<file path="config.mk">
export PLATFORM = sky130hd
export DESIGN_NAME = fixed_to_float_seq
export DESIGN_NICKNAME = d
export VERILOG_FILES = /design/src/rtl/fixed_to_float_seq.sv
export SDC_FILE = /design/constraint.sdc
export NUM_CORES = 1
export LEC_CHECK = 0
export ABC_AREA = 1
export BUFFER_PORTS_ARGS = -buffer_cell sky130_fd_sc_hd__buf_2
export CORE_AREA = 2 2 108 110
export DETAILED_ROUTE_END_ITERATION = 8
export DIE_AREA = 0 0 110 112
export GPL_TIMING_DRIVEN = 0
export PLACE_DENSITY = 0.58
export SYNTH_ARGS = -nofsm -noshare
export SYNTH_HDL_FRONTEND = slang
export SYNTH_SLANG_ARGS = --single-unit
</file>
<file path="constraint.sdc">
create_clock -name clk -period 4.07 [get_ports clk]
set_input_delay 0.2035 -clock clk [delete_from_list [all_inputs] [get_ports clk]]
set_output_delay 0.2035 -clock clk [all_outputs]
set_load 0.02 [all_outputs]
</file>
<file path="src/rtl/fixed_to_float_seq.sv">
// Multi-cycle fixed-point to IEEE-754 single converter with a binary-step
// leading-zero normaliser, optional round-to-nearest-even and valid/ready handshakes.
module fixed_to_float_seq #(
    parameter int WIDTH = 18,
    parameter int FRAC  = 16
) (
    input  logic             clk,
    input  logic             rst_n,
    input  logic             in_valid,
    output logic             in_ready,
    input  logic [WIDTH-1:0] in_data,
    input  logic             in_signed,
    input  logic             round_en,
    output logic             out_valid,
    input  logic             out_ready,
    output logic [31:0]      out_data,
    output logic             out_inexact
);

    localparam int STEPS = $clog2(WIDTH);

    typedef enum logic [1:0] {
        S_IDLE,
        S_NORM,
        S_ROUND,
        S_DONE
    } state_t;

    state_t r_state;
    state_t w_next;

    logic             r_sign;
    logic             r_round;
    logic             r_zero;
    logic [WIDTH-1:0] r_mag;
    logic [3:0]       r_step;
    logic [5:0]       r_lz;
    logic [31:0]      r_out_data;
    logic             r_inexact;

    logic             w_in_neg;
    logic [WIDTH-1:0] w_in_mag;
    logic             w_last_step;
    int unsigned      w_shift_amt;
    logic             w_top_zero;
    logic [WIDTH-1:0] w_mag_shl;
    logic [63:0]      w_al;
    logic [22:0]      w_frac;
    logic             w_guard;
    logic             w_sticky;
    logic             w_inc;
    logic [23:0]      w_frac_rnd;
    logic [7:0]       w_exp;
    logic [7:0]       w_exp_f;

    assign w_in_neg = in_signed & in_data[WIDTH-1];
    assign w_in_mag = w_in_neg ? -in_data : in_data;

    // Step k tests the top 2^(STEPS-1-k) bits and shifts them out when all zero.
    assign w_last_step = (r_step == 4'(STEPS - 1));
    assign w_shift_amt = 32'd1 << (STEPS - 1 - int'(r_step));
    assign w_top_zero  = ((r_mag >> (WIDTH - w_shift_amt)) == '0);
    assign w_mag_shl   = r_mag << w_shift_amt;

    // Drop the leading one and left-align the remainder at bit 63.
    assign w_al       = 64'(r_mag) << (65 - WIDTH);
    assign w_frac     = w_al[63:41];
    assign w_guard    = w_al[40];
    assign w_sticky   = |w_al[39:0];
    assign w_inc      = r_round & w_guard & (w_sticky | w_frac[0]);
    assign w_frac_rnd = {1'b0, w_frac} + {23'd0, w_inc};
    assign w_exp      = 8'(127 + WIDTH - 1 - FRAC) - {2'b00, r_lz};
    assign w_exp_f    = w_exp + {7'd0, w_frac_rnd[23]};

    always_ff @(posedge clk) begin
        if (!rst_n) r_state <= S_IDLE;
        else        r_state <= w_next;
    end

    always_comb begin
        w_next = r_state;
        case (r_state)
            S_IDLE:  if (in_valid)    w_next = S_NORM;
            S_NORM:  if (w_last_step) w_next = S_ROUND;
            S_ROUND: w_next = S_DONE;
            S_DONE:  if (out_ready)   w_next = S_IDLE;
            default: w_next = S_IDLE;
        endcase
    end

    always_ff @(posedge clk) begin
        if (!rst_n) begin
            r_sign     <= 1'b0;
            r_round    <= 1'b0;
            r_zero     <= 1'b0;
            r_mag      <= '0;
            r_step     <= '0;
            r_lz       <= '0;
            r_out_data <= '0;
            r_inexact  <= 1'b0;
        end else begin
            case (r_state)
                S_IDLE: begin
                    if (in_valid) begin
                        r_sign  <= w_in_neg;
                        r_mag   <= w_in_mag;
                        r_zero  <= (w_in_mag == '0);
                        r_round <= round_en;
                        r_step  <= '0;
                        r_lz    <= '0;
                    end
                end
                S_NORM: begin
                    if (w_top_zero) begin
                        r_mag <= w_mag_shl;
                        r_lz  <= r_lz + 6'(w_shift_amt);
                    end
                    if (!w_last_step) r_step <= r_step + 4'd1;
                end
                S_ROUND: begin
                    if (r_zero) begin
                        r_out_data <= '0;
                        r_inexact  <= 1'b0;
                    end else begin
                        r_out_data <= {r_sign, w_exp_f, w_frac_rnd[22:0]};
                        r_inexact  <= w_guard | w_sticky;
                    end
                end
                default: ;
            endcase
        end
    end

    assign in_ready    = (r_state == S_IDLE);
    assign out_valid   = (r_state == S_DONE);
    assign out_data    = r_out_data;
    assign out_inexact = r_inexact;

endmodule

</file>
==> flow_metrics.py <==
metrics = {
    "layout": {
        "nNetsFinal": 838,
        "stdcell_area_mm2": 0.00507,
        "drive_gt1_frac": 0.111,
        "area_growth_pct": 16.9,
        "n_antenna_cell": 0,
    },
    "synth": {
        "ys_ff_latch": 58,
        "yosys_warnings": 0,
        "synth_flop_cell": "dfxtp_1",
        "yosys-top-cells-area": "dfxtp_1 27%, nand2_1 18%, nor2_1 8.2%",
        "yosysTopAreaCell": "dfxtp_1",
        "yosysTopAreaCellShare": 0.268,
        "synth_edf_count": 0,
        "synthArstFlopShare": 0,
        "syn_area_mm2": 0.00434,
        "synth_common_cells": "212 x nand2_1, 95 x nor2_1, 68 x inv_1",
        "synth.distinct_cells": 42,
        "avgSynthCellArea_um2": 5.89,
        "synth_most_common_cell": "nand2_1",
        "postSynthCellCount": 737,
        "synth_seq_area_share": 0.268,
    },
    "worst_setup_path": {
        "crit_fanout": 10,
        "rr_worst_depth": 17,
        "path_buf_inv": 4,
        "start_kind": "flop",
        "critPathMaxStageDelay_ns": 0.39,
        "cp_slowest_cell": "o21ai_0",
        "critical_path_class": "flop to flop",
        "rr_startpoint": "r_step[0]$_SDFFE_PN0P_",
        "cp.arrival_ns": 4.09,
        "crit_chain": "inv_1 > ha_1 > inv_2 > nand2_1 > nand2_1 > nor2_2 > nand3_2 > buf_2 > buf_2 > o21ai_0 > nand2_1 > o21ai_0 > or2_2 > o21ai_0 > o21ai_0 > o21ai_0 > nor2_1",
        "crit_start": "r_step[0]$_SDFFE_PN0P_",
        "cp.depth": 17,
        "path_delay_family": "compound AO/OA/AOI/OAI gates",
        "cpMostUsedCell": "o21ai_0",
        "worst_ep_required_time_ns": 4.33,
        "endpoint_kind": "flop",
    },
    "status": {
        "outcome": "completed",
    },
    "global_routing": {
        "track_usage": 0.236,
        "grt_max_degree": 11,
        "grt_first_pass_wirelength_um": 22600,
        "grt-ovfl-total": 0,
        "antenna_found_initial": 0,
        "grt_pass1_vias": 4532,
    },
    "route": {
        "wire_per_inst_um": 14.7,
        "viasPerCell": 5.18,
        "vias": 4926,
        "drt_iter0_markers": 346,
        "firstDrtPassIters": 5,
        "route.detailed.drc": 0,
        "routed_wl_um": 14000,
        "antenna_left": 0,
    },
    "min_path": {
        "hold_depth": 3,
        "worstHoldPathType": "input pin to flop",
        "worstHoldStart": "rst_n",
    },
    "run": {
        "cap_violations": 0,
    },
    "timing": {
        "slew_headroom": 0.566,
        "final-max-slew-violation-count": 0,
        "setup_tns_ns": 0,
        "timing.final.crit_share": 0.940,
        "setup_viol": 0,
        "final_hold_viol_count": 0,
        "worst_clock_skew_ns": 0.00977,
        "period_minus_slack_ns": 3.83,
        "tightest_slew_ns": 0.651,
        "rsz0062_at_grt": "false",
        "fmax_ghz": 0.261,
    },
    "clock_tree": {
        "holdBufCountCts": 0,
        "cts.clk_slew.worst_paths_ns": 0.06,
        "cts_tree": "done",
        "cts.path.max_buffers": 2,
        "clk-insertion-delay-late_ns": 0.33,
        "numCtsBuffers": 9,
        "cts_root_buf": "clkbuf_16",
        "h-tree-depth": 3,
        "postCtsSetupBuffers": 0,
        "clock-sinks": 58,
    },
    "placement": {
        "io_buffers": 49,
        "dp_hpwl_um": 11200,
        "place_area_mm2": 0.00479,
        "gp_congestion": 1.01,
    },
    "pwr": {
        "peakVddDrop_mv": 0.261,
        "powerDensity_mw_per_mm2": 863,
        "leakage_nw": 2.40,
    },
    "floorplan": {
        "die_y_um": 112,
        "row_count": 39,
        "die_w_um": 110,
        "initial_core_util": 0.388,
        "core_area_mm2": 0.0112,
        "die-area_mm2": 0.0123,
        "pin_count": 59,
    },
}
-- flip-flops by register name, indices dropped and copies added, names as in the netlist --
name      flops
out_data     26
r_mag        18
r_lz          6
r_step        4
r_state       2
r_sign        1
r_zero        1
-- report_power, final --
part	internal, mW	leakage (nW)	switching (mW)
clock	0.472	0.138	0.257
combinational	0.835	1.79	1.91
sequential	0.742	0.474	0.165
total	2.05	2.40	2.33
-- worst min-delay path, stage by stage --
cell and delay [ns]:
clkbuf_1 0.22, nand2_1 0.13, a21oi_1 0.03
-- final timing paths --
| path | to | slack (ns) |
|---|---|---|
| setup / recovery | r_mag[7]$_SDFFE_PN0P_ | 0.25 |
| hold / removal | r_lz[5]$_SDFFE_PN0P_ | 0.30 |
| setup reg to reg | r_mag[7]$_SDFFE_PN0P_ | 0.25 |
| hold reg to reg | out_data[28]$_SDFFE_PN0P_ | 0.46 |
-- cells by family (layout without fill, tap and decap cells) --
logic type / Yosys count / in the layout / synth area share
buffers and inverters: 112 / 177 / 0.108
XOR/XNOR: 18 / 18 / 0.0363
AND/OR/NAND/NOR: 397 / 397 / 0.377
multiplexers: 1 / 1 / 0.00231
adder cells (fa/ha/maj): 11 / 11 / 0.0317
flip-flops: 58 / 58 / 0.268
other: 1 / 7 / 0.000864
AO/OA/AOI/OAI: 139 / 139 / 0.176
-- per-stage QoR --
stage	setup slack [ns]	std cells	hold slack [ns]	utilization	total power, mW
after floorplan	1.36	743	0.441	-	2.85
after global placement	0.472	935	0.449	0.428	3.59
after detailed placement	0.415	935	0.453	0.428	3.60
after CTS	0.383	951	0.301	0.453	4.35
after global routing	0.0649	951	0.339	0.454	4.77
final	0.245	951	0.295	0.454	4.38
-- metal layers --
layer	vias to the layer above	GRT usage	wire, um
met5	-	0	0
met4	0	0.0861	318
met3	29	0.0381	840
met2	176	0.373	6270
met1	2200	0.321	6590
li1	2521	-	-
-- layout make-up --
type | count | area (um2)
Buffer | 36 | 181
Clock inverter | 3 | 40.0
Multi-Input combinational cell | 573 | 2740
Sequential cell | 58 | 1160
Clock buffer | 13 | 240
Fill cell | 1258 | 6100
Timing Repair Buffer | 49 | 245
Tap cell | 143 | 179
Inverter | 76 | 287
-- cell usage in the layout (no fill, tap or decap), types with 21 or more instances in the layout --
| cell | Yosys | final |
|---|---|---|
| nor2_1 | 95 | 95 |
| clkbuf_1 | 17 | 21 |
| nand3_1 | 59 | 59 |
| a21oi_1 | 48 | 48 |
| nand2_1 | 212 | 212 |
| buf_2 | 6 | 55 |
| dfxtp_1 | 58 | 58 |
| inv_1 | 68 | 68 |
| o21ai_0 | 53 | 53 |
-- what timing repair did --
| item | CTS | global route |
|---|---|---|
| endpoints found under the hold margin | 0 | 0 |
| endpoints found under the setup margin | 0 | 1 |
| gates resized for setup | 0 | 1 |
Power figures use the tool's default switching activity.
